<file path="src/rtl/ascii_ps2_sender.sv">
// PS/2 set-2 keyboard emulator: each accepted ASCII character becomes make, F0, make (ASCII_PS2_SENDER_SHIFT_EN adds 12-wrapped shifted keys).
// Start bit appears the cycle after acceptance; ready stays low until the last gap cycle of the final byte has elapsed.
module ascii_ps2_sender #(
  parameter int HALF_CYC = 8,
  parameter int GAP_CYC  = 32
) (
  input  logic       clk,
  input  logic       clrn,
  input  logic [7:0] ascii_in,
  input  logic       valid,
  output logic       ready,
  output logic       ps2_clk,
  output logic       ps2_data,
  output logic       err
);

`ifdef ASCII_PS2_SENDER_SHIFT_EN
  localparam int NBUF = 6;
`else
  localparam int NBUF = 3;
`endif

  localparam logic [10:0] LP_HALF_LAST = 11'(HALF_CYC - 1);
  localparam logic [10:0] LP_BIT_LAST  = 11'(2 * HALF_CYC - 1);
  localparam logic [9:0]  LP_GAP_LAST  = 10'(GAP_CYC - 1);

  typedef enum logic [1:0] {IDLE, FRAME, GAP} state_t;

  function automatic logic [8:0] base_code(input logic [7:0] c);
    logic [8:0] r;
    r = 9'h000;
    case (c)
      8'h61: r = 9'h11C;
      8'h62: r = 9'h132;
      8'h63: r = 9'h121;
      8'h64: r = 9'h123;
      8'h65: r = 9'h124;
      8'h66: r = 9'h12B;
      8'h67: r = 9'h134;
      8'h68: r = 9'h133;
      8'h69: r = 9'h143;
      8'h6A: r = 9'h13B;
      8'h6B: r = 9'h142;
      8'h6C: r = 9'h14B;
      8'h6D: r = 9'h13A;
      8'h6E: r = 9'h131;
      8'h6F: r = 9'h144;
      8'h70: r = 9'h14D;
      8'h71: r = 9'h115;
      8'h72: r = 9'h12D;
      8'h73: r = 9'h11B;
      8'h74: r = 9'h12C;
      8'h75: r = 9'h13C;
      8'h76: r = 9'h12A;
      8'h77: r = 9'h11D;
      8'h78: r = 9'h122;
      8'h79: r = 9'h135;
      8'h7A: r = 9'h11A;
      8'h30: r = 9'h145;
      8'h31: r = 9'h116;
      8'h32: r = 9'h11E;
      8'h33: r = 9'h126;
      8'h34: r = 9'h125;
      8'h35: r = 9'h12E;
      8'h36: r = 9'h136;
      8'h37: r = 9'h13D;
      8'h38: r = 9'h13E;
      8'h39: r = 9'h146;
      // punctuation on the unshifted key positions
      8'h60: r = 9'h10E;
      8'h2D: r = 9'h14E;
      8'h3D: r = 9'h155;
      8'h5C: r = 9'h15D;
      8'h5B: r = 9'h154;
      8'h5D: r = 9'h15B;
      8'h3B: r = 9'h14C;
      8'h27: r = 9'h152;
      8'h2C: r = 9'h141;
      8'h2E: r = 9'h149;
      8'h2F: r = 9'h14A;
      8'h20: r = 9'h129;
      8'h0D: r = 9'h15A;
      8'h09: r = 9'h10D;
      8'h08: r = 9'h166;
      default: r = 9'h000;
    endcase
    return r;
  endfunction

`ifdef ASCII_PS2_SENDER_SHIFT_EN
  function automatic logic [8:0] shift_code(input logic [7:0] c);
    logic [8:0] r;
    r = 9'h000;
    if (c >= 8'h41 && c <= 8'h5A) begin
      r = base_code(c | 8'h20);
    end else begin
      case (c)
        8'h21: r = 9'h116;
        8'h40: r = 9'h11E;
        8'h23: r = 9'h126;
        8'h24: r = 9'h125;
        8'h25: r = 9'h12E;
        8'h5E: r = 9'h136;
        8'h26: r = 9'h13D;
        8'h2A: r = 9'h13E;
        8'h28: r = 9'h146;
        8'h29: r = 9'h145;
        8'h5F: r = 9'h14E;
        8'h2B: r = 9'h155;
        8'h7B: r = 9'h154;
        8'h7D: r = 9'h15B;
        8'h3A: r = 9'h14C;
        8'h22: r = 9'h152;
        8'h3C: r = 9'h141;
        8'h3E: r = 9'h149;
        8'h3F: r = 9'h14A;
        8'h7E: r = 9'h10E;
        8'h7C: r = 9'h15D;
        default: r = 9'h000;
      endcase
    end
    return r;
  endfunction
`endif

  state_t            r_state;
  logic [NBUF*8-1:0] r_buf;
  logic [2:0]        r_left;
  logic [10:0]       r_cnt;
  logic [3:0]        r_bit;
  logic [9:0]        r_gap;
  logic              r_ready;
  logic              r_clk;
  logic              r_data;
  logic              r_err;

  logic [8:0]        w_base;
`ifdef ASCII_PS2_SENDER_SHIFT_EN
  logic [8:0]        w_shift;
`endif
  logic [NBUF*8-1:0] w_seq;
  logic [2:0]        w_nbytes;
  logic              w_mapped;
  logic              w_accept;
  logic [10:0]       w_frame;
  logic              w_next_bit;

  // Sequence is packed first-byte-in-LSB so the buffer simply shifts right per byte.
  always_comb begin
    w_base   = base_code(ascii_in);
    w_seq    = '0;
    w_nbytes = 3'd0;
`ifdef ASCII_PS2_SENDER_SHIFT_EN
    w_shift  = shift_code(ascii_in);
`endif
    if (w_base[8]) begin
      w_seq[23:0] = {w_base[7:0], 8'hF0, w_base[7:0]};
      w_nbytes    = 3'd3;
    end
`ifdef ASCII_PS2_SENDER_SHIFT_EN
    else if (w_shift[8]) begin
      w_seq    = {8'h12, 8'hF0, w_shift[7:0], 8'hF0, w_shift[7:0], 8'h12};
      w_nbytes = 3'd6;
    end
`endif
  end

  assign w_mapped   = (w_nbytes != 3'd0);
  assign w_accept   = valid & r_ready;
  assign w_frame    = {1'b1, ~^r_buf[7:0], r_buf[7:0], 1'b0};
  assign w_next_bit = w_frame[r_bit + 4'd1];

  always_ff @(posedge clk) begin
    if (!clrn) begin
      r_state <= IDLE;
      r_buf   <= '0;
      r_left  <= '0;
      r_cnt   <= '0;
      r_bit   <= '0;
      r_gap   <= '0;
      r_ready <= 1'b1;
      r_clk   <= 1'b1;
      r_data  <= 1'b1;
      r_err   <= 1'b0;
    end else begin
      r_err <= 1'b0;
      case (r_state)
        IDLE: begin
          if (w_accept) begin
            if (w_mapped) begin
              r_buf   <= w_seq;
              r_left  <= w_nbytes - 3'd1;
              r_cnt   <= '0;
              r_bit   <= '0;
              r_clk   <= 1'b1;
              r_data  <= 1'b0;
              r_ready <= 1'b0;
              r_state <= FRAME;
            end else begin
              r_err <= 1'b1;
            end
          end
        end
        FRAME: begin
          // Data moves only at the start of a high phase, so it is stable at every falling edge.
          if (r_cnt == LP_BIT_LAST) begin
            r_cnt <= '0;
            r_clk <= 1'b1;
            if (r_bit == 4'd10) begin
              r_data  <= 1'b1;
              r_gap   <= '0;
              r_state <= GAP;
            end else begin
              r_bit  <= r_bit + 4'd1;
              r_data <= w_next_bit;
            end
          end else begin
            r_cnt <= r_cnt + 11'd1;
            if (r_cnt == LP_HALF_LAST) begin
              r_clk <= 1'b0;
            end
          end
        end
        GAP: begin
          if (r_gap == LP_GAP_LAST) begin
            r_gap <= '0;
            if (r_left != 3'd0) begin
              r_left  <= r_left - 3'd1;
              r_buf   <= r_buf >> 8;
              r_bit   <= '0;
              r_cnt   <= '0;
              r_data  <= 1'b0;
              r_state <= FRAME;
            end else begin
              r_ready <= 1'b1;
              r_state <= IDLE;
            end
          end else begin
            r_gap <= r_gap + 10'd1;
          end
        end
        default: r_state <= IDLE;
      endcase
    end
  end

  assign ready    = r_ready;
  assign ps2_clk  = r_clk;
  assign ps2_data = r_data;
  assign err      = r_err;

endmodule

</file>
<file path="config.mk">
export PLATFORM = sky130hd
export DESIGN_NAME = ascii_ps2_sender
export DESIGN_NICKNAME = d
export VERILOG_FILES = /design/src/rtl/ascii_ps2_sender.sv
export SDC_FILE = /design/constraint.sdc
export NUM_CORES = 1
export LEC_CHECK = 0
export BUFFER_PORTS_ARGS = -buffer_cell sky130_fd_sc_hd__buf_2
export CAP_MARGIN = 20
export CORE_MARGIN = 2
export CORE_UTILIZATION = 50
export CTS_CLUSTER_DIAMETER = 100
export DETAILED_ROUTE_END_ITERATION = 7
export GPL_TIMING_DRIVEN = 0
export PLACE_DENSITY = 0.76
export SLEW_MARGIN = 20
export SYNTH_ARGS = -nofsm -noshare
export SYNTH_HDL_FRONTEND = slang
export SYNTH_SLANG_ARGS = --single-unit
</file>
<file path="constraint.sdc">
create_clock -name clk -period 2 [get_ports clk]
set_input_delay 0 -clock clk [delete_from_list [all_inputs] [get_ports clk]]
set_output_delay 0 -clock clk [all_outputs]
set_load 0.03 [all_outputs]
</file>
==> metrics.md, run 1 <==
| Metric | Value |
|---|---|
| Slew margin rel. | 48.2% |
| Post-Layout Inst Area | around 0.0051 sq mm |
| Critical path type | register to register |
| Critical-path maximum fanout | 10 |
| Mapped Area | around 0.0042 sq mm |
| Post-synthesis mux area share | under 10% |
| Min Tclk post-route | about 2.0 ns |
| Final setup margin | -0.00288 ns |
| Final WL | roughly 13000 microns |
| Layout cells sized above 1 | 24.7% |
| Initial drt markers | 364 |
| Chip height | approximately 95 microns |
| Setup Skew | approximately 0.016 ns |
| CTS sink count | between 50 and 60 |
| Core area | 0.00813 sq mm |
| Commonest cells after routing, fill and taps aside | 51 x dfxtp_1, 43 x a21oi_1, 36 x nand2_1 |
| Final net count | between 500 and 600 |
| Chip Width | ~95 microns |
| Adder-cell share of the synthesized area | about 3.6% |
| Pre-CTS WS | -0.527 ns |
| Top FF cell, synth | dfxtp_1 |
| Via density | 6.65 |
| Pwr Density | 574 mW/mm^2 |
| FILL cells | 685 |
| Pin count of the biggest net entering global routing | 13 |
| # diodes | 0 |
| Worst EP arrival | roughly 2.2 ns |
| Worst setup SP type | register |
| Final period util | 100% |
| Yosys warns | 0 |
| Post-synth EDFFs | 0 |
| Post-Place Cell Area | about 0.0044 sq mm |
| DR DRC count | 0 |
| Root buf cell | clkbuf_8 |
| CP required | between 2 and 2.5 ns |
| Max Slew Vio Count | 0 |
| GRT Util Overall | 29.1% |
| Largest family of logic cells by synthesized area | compound AO/OA/AOI/OAI gates |
| Hold Crit Class | input pin to register |
| Post-Synth XOR/XNOR Area | approximately 2.7% |
| WL/cell | about 19 microns |
| Dpl hpwl | slightly below 9000 microns |
| Outcome | finished with violations |
| CTS tree | yes |
| Initial Util | around half |
| Syn_area_per_cell | a little under 8 sq um |
| VDD IR max | between 0.3 and 0.4 mV |
| Hold-fix buffers at CTS | 0 |
| Area leader, netlist | dfxtp_1 |
| Die ar. | slightly above 0.009 sq mm |
| Clock-pin transition on the worst setup and hold timing paths | 0.07 ns |
| Synthesized flop and latch total | 57 |
| Worst Tran Pin Value | ~0.77 ns |
| Fin. Hold Viols | 0 |
| Setup Viol. Count Final | 2 |
| Area contributors post-synth | dfxtp_1 27%, a21oi_1 5.5%, nand3_1 4.2% |
| Register area share after synthesis | a little over a quarter |
| Vias in the first global route | 4082 |
| DRT antenna net count | 0 |
| Crit end category | register |
| Overall power | 2.90 mW |
| Gate Count Post-Synth | 527 |
| Area Overhead vs Synth | 21.2% |
| Failing checks | negative setup slack |
| Core Rows | 33 |
| Maximum clock path buffer count | 2 |
| First-pass GRT wire length | 20600 microns |
| Share of the synthesized area in the top cell type | ~27% |
| IO Count | 15 |
| CTS Buf Count | 9 |
| Unrepaired setup endpoints after global routing | true |
| Leakage | ~1.8 nW |
| IO buf count | 14 |
| Area share of and/or/nand/nor cells after synthesis | 27.6% |
| Core Util, Final | between 60 and 70% |
| Post-synth cell types | 76 |
| Final GP Congestion | 1.01 |
| Antenna violations before repair | 0 |
| Syn Nets | between 500 and 600 |
| Fmax | around 500 MHz |
| Vias | 4557 |
| Clock insertion delay at the later pin of the skew report | 0.36 ns |
| H-tree Lvls | 3 |
| 1st-pass router iterations | 7 |
| Commonest non-fill, non-tap cell in the layout | dfxtp_1 |
| Compound-Gate Fraction of Synth Area | between 20 and 30% |
| Global route total overflow | 0 |
| Async SR Flop Fraction | 0% |
| MaxCap Viol Count | 0 |
==> cell type report <==
class	instances	area, sq um	share of cell area (%)
Buffer	39	264	5.22
Clock buffer	12	155	3.07
Clock inverter	3	40.0	0.792
Inverter	13	56.3	1.11
Multi-Input combinational cell	416	2970	58.7
Sequential cell	57	1150	22.8
Tap cell	105	131	2.60
Timing Repair Buffer	40	288	5.69
==> metrics by stage <==
step                      TNS (ns)  hold WS [ns]  cells
final                     -0.00464        0.0922    685
after global routing         -1.23         0.104    685
after CTS                        0        0.0873    667
after detailed placement    -15.08         0.438    646
after global placement      -15.24         0.420    646
after floorplan                  0         0.211    527
==> flip-flops by register name (all words and copies together) (netlist names) <==
signal,flops
r_buf,23
r_cnt,11
r_gap,10
r_bit,4
r_left,3
r_state,2
err,1
ps2_clk,1
ps2_data,1
ready,1
==> final timing paths <==
| kind | cells after the start | start | endpoint | slack (ns) |
|---|---|---|---|---|
| hold / removal | 3 | clrn | r_left[1]$_SDFFE_PN0P_ | 0.09 |
| hold reg to reg | 2 | r_buf[19]$_SDFFE_PN0P_ | r_buf[19]$_SDFFE_PN0P_ | 0.47 |
| setup / recovery | 8 | r_gap[8]$_SDFFE_PN0P_ | r_buf[14]$_SDFFE_PN0P_ | -0.003 |
| setup reg to reg | 8 | r_gap[8]$_SDFFE_PN0P_ | r_buf[14]$_SDFFE_PN0P_ | -0.003 |
==> repair_timing <==
item	CTS	global route
setup buffers	8	17
endpoints found under the setup margin	47	50
gates resized for setup	25	45
pin swaps	4	7
cloned	0	1
==> critical path, stage by stage, from the launching register on <==
cell	delay, ns
dfxtp_4	0.37
nor4_4	0.25
buf_4	0.18
nand4_4	0.10
or2_0	0.24
buf_4	0.16
buf_6	0.14
a221o_1	0.32
o211a_1	0.13
==> report_power, final <==
group,internal [mW],switching (mW),total [mW]
clock,0.632,0.478,1.11
combinational,0.240,0.363,0.603
sequential,1.16,0.0260,1.19
==> cell usage after synthesis (4+ instances only) <==
master    count
dfxtp_1      57
a21oi_1      46
nand2_1      38
nand3_1      35
o21ai_0      27
nor2_1       24
nand4_1      19
a31oi_1      15
clkbuf_1     15
nand2b_1     15
nor3_1       14
o211ai_1     14
inv_1        13
buf_2        12
ha_1         12
mux2i_1      11
nand3b_1     10
nor2b_1      10
and3_1        9
xnor2_1       9
buf_4         7
a22oi_1       6
and2_1        6
a221o_1       5
buf_6         5
o31ai_1       5
a211oi_1      4
a311oi_1      4
nor4_1        4
o221ai_1      4
or3_1         4
xor2_1        4
==> logic make-up (layout without fill, tap and decap cells) <==
kind of cell	Yosys count	in the layout
simple gates	207	207
compound gates	169	169
flops	57	57
buf+inv	54	107
mux	15	15
xor+xnor	13	13
fa+ha+maj	12	12
==> metal layers <==
layer / routed length, microns / global-route usage, %
met4: 325 / 10.6
met2: 6460 / 48.4
met1: 5340 / 36.8
met5: 0 / 0
met3: 1120 / 6.40
No activity file was read; power rests on OpenSTA's default activity.
==> inputs of run 2 (changes only) <==
PLACE_DENSITY = 0.74   (was 0.76)
SETUP_SLACK_MARGIN = 0.15   (was unset)
clock period = 2.4 ns   (was 2 ns; I/O delays follow)
==> metrics.md, run 2 (synthesized netlist as in run 1, its figures left out) <==
| Metric | Value |
|---|---|
| Outcome | finished clean |
| Area Overhead vs Synth | 12.0% |
| Final net count | ~580 |
| Clock insertion delay at the later pin of the skew report | ~0.35 ns |
| Worst r2r src | r_state[0]$_SDFFE_PN0P_ |
| Delay-heaviest family, CP | simple AND/OR/NAND/NOR gates |
| Pin count of the biggest net entering global routing | 13 |
| Dpl hpwl | 8950 microns |
| Maximum clock path buffer count | 2 |
| CP Depth | 11 |
| Core Rows | 33 |
| DRT antenna net count | 0 |
| Pre-CTS WS | -0.389 ns |
| Crit-path cells | buf_6 > nor2b_1 > buf_2 > or3_1 > a21oi_2 > buf_6 > a21oi_1 > ha_1 > nand2_1 > nor3_1 > o31a_1 |
| VDD IR max | approximately 0.3 mV |
| Commonest non-fill, non-tap cell in the layout | dfxtp_1 |
| Multi-input logic area | 0.00280 sq mm |
| MaxCap Viol Count | 0 |
| Worst Tran Pin Value | between 0.6 and 0.7 ns |
| Worst EP arrival | ~2.5 ns |
| Die ar. | approximately 0.009 sq mm |
| IO Count | 15 |
| GRT Util Overall | between 20 and 30% |
| Register bank with the most flops | r_buf |
| Critical path type | register to register |
| Layout cells sized above 1 | 16.4% |
| Inst Count DP | between 600 and 700 |
| Initial drt markers | roughly 350 |
| Commonest cells after routing, fill and taps aside | 57 x dfxtp_1, 45 x a21oi_1, 38 x nand2_1 |
| Chip Width | 95.3 microns |
| Final WL | about 12000 microns |
| FILL cells | slightly below 800 |
| 1st-pass router iterations | 7 |
| Buffers and inverters on the worst path | 3 |
| Overall power | around 2.3 mW |
| Max stage delay cell, worst path | or3_1 |
| Vias in the first global route | approximately 4000 |
| Clock-pin transition on the worst setup and hold timing paths | 0.07 ns |
| CTS tree | yes |
| Crit end category | register |
| Hold Crit Class | input pin to register |
| Final setup margin | roughly 0.12 ns |
| Worst setup SP type | register |
| Max Slew Vio Count | 0 |
| Setup Skew | 0.0121 ns |
| Worst Setup EP | r_left[2]$_SDFFE_PN0P_ |
| Core area | roughly 0.0081 sq mm |
| Worst R2R Path Depth | 11 |
| Slew margin rel. | around 58% |
| Final cell count without fillers | 666 |
| TNS Setup | 0 ns |
| WL/cell | between 15 and 20 microns |
| Pwr Density | between 500 and 600 mW/mm^2 |
| R2R Setup Slk | between 0.1 and 0.15 ns |
| Via density | ~6.5 |
| CP max stage delay | between 0.3 and 0.4 ns |
| Hold-fix buffers at CTS | 0 |
| IO buf count | 14 |
| CTS Buf Count | 9 |
| CTS sink count | 57 |
| Global route total overflow | 0 |
| Fmax | 439 MHz |
| Reg-to-reg endpoint | r_left[2]$_SDFFE_PN0P_ |
| Root buf cell | clkbuf_8 |
| First-pass GRT wire length | roughly 20000 microns |
| DR DRC count | 0 |
| Antenna violations before repair | 0 |
| Min Tclk post-route | roughly 2.3 ns |
| Leakage | 1.69 nW |
| Critical-path maximum fanout | 10 |
| Largest registers | r_buf x23, r_cnt x11, r_gap x10 |
| Chip height | 95.3 microns |
| Worst Setup SP | r_state[0]$_SDFFE_PN0P_ |
| # diodes | 0 |
| Fin. Hold Viols | 0 |
| Setup Viol. Count Final | 0 |
| Initial Util | 51.3% |
| Unrepaired setup endpoints after global routing | true |
| Most common cell on crit path | buf_6 |
| H-tree Lvls | 3 |
| Vias | roughly 4400 |
| Final period util | 94.9% |
| Final GP Congestion | 1.00 |
| Max reg flops | 23 |
| CP required | 2.64 ns |
| Hold path cells | 3 |
| Reg area | 0.00114 sq mm |
==> run 2: where the power goes <==
part | switching, mW | internal [mW]
clock | 0.403 | 0.504
sequential | 0.0195 | 0.970
combinational | 0.281 | 0.169
==> run 2: worst min-delay path, delay by kind of cell <==
kind / cells / cell delay [ns]
buf+inv: 2 / 0.32
compound gates: 1 / 0.06
==> run 2: routing by layer <==
| metal | wire length (microns) | up-vias | GRT usage, % | share of wire (%) |
|---|---|---|---|---|
| met4 | 297 | 0 | 13.3 | 2.4 |
| li1 | - | 2058 | - | - |
| met1 | 5310 | 2066 | 35.0 | 43 |
| met3 | 939 | 28 | 5.69 | 7.6 |
| met2 | 5850 | 199 | 47.2 | 47 |
| met5 | 0 | - | 0 | 0 |
==> run 2: area by class of cell <==
cell class,instances,area share (%)
Clock buffer,11,3.03
Buffer,41,5.28
Clock inverter,5,1.18
Inverter,13,1.05
Tap cell,105,2.81
Multi-Input combinational cell,416,60.0
Timing Repair Buffer,18,2.20
Sequential cell,57,24.4
==> run 2: what timing repair did <==
item	CTS	global route
cloned	0	0
endpoints found under the hold margin	0	0
gates resized for setup	10	10
buffers inserted	0	4
pin swaps	0	1
endpoints found under the setup margin	14	35
==> run 2: how the worst min path moves through the flow <==
| stage | startpoint | end | slack [ns] |
|---|---|---|---|
| final | clrn | r_buf[3]$_SDFFE_PN0P_ | 0.09 |
| after global placement | clrn | r_left[1]$_SDFFE_PN0P_ | 0.42 |
| after floorplan | clrn | r_buf[0]$_SDFFE_PN0P_ | 0.21 |
| after global routing | clrn | r_buf[3]$_SDFFE_PN0P_ | 0.09 |
| after detailed placement | clrn | r_buf[0]$_SDFFE_PN0P_ | 0.43 |
| after CTS | clrn | r_left[1]$_SDFFE_PN0P_ | 0.06 |
==> run 2: stage by stage <==
step	hold WS, ns	utilization [%]	instance area (sq um)
global placement	0.422	53.7	4370
detailed placement	0.430	53.7	4370
global route	0.0884	57.4	4670
floorplan	0.211	-	4170
CTS	0.0647	56.5	4600
finish	0.0892	57.4	4670
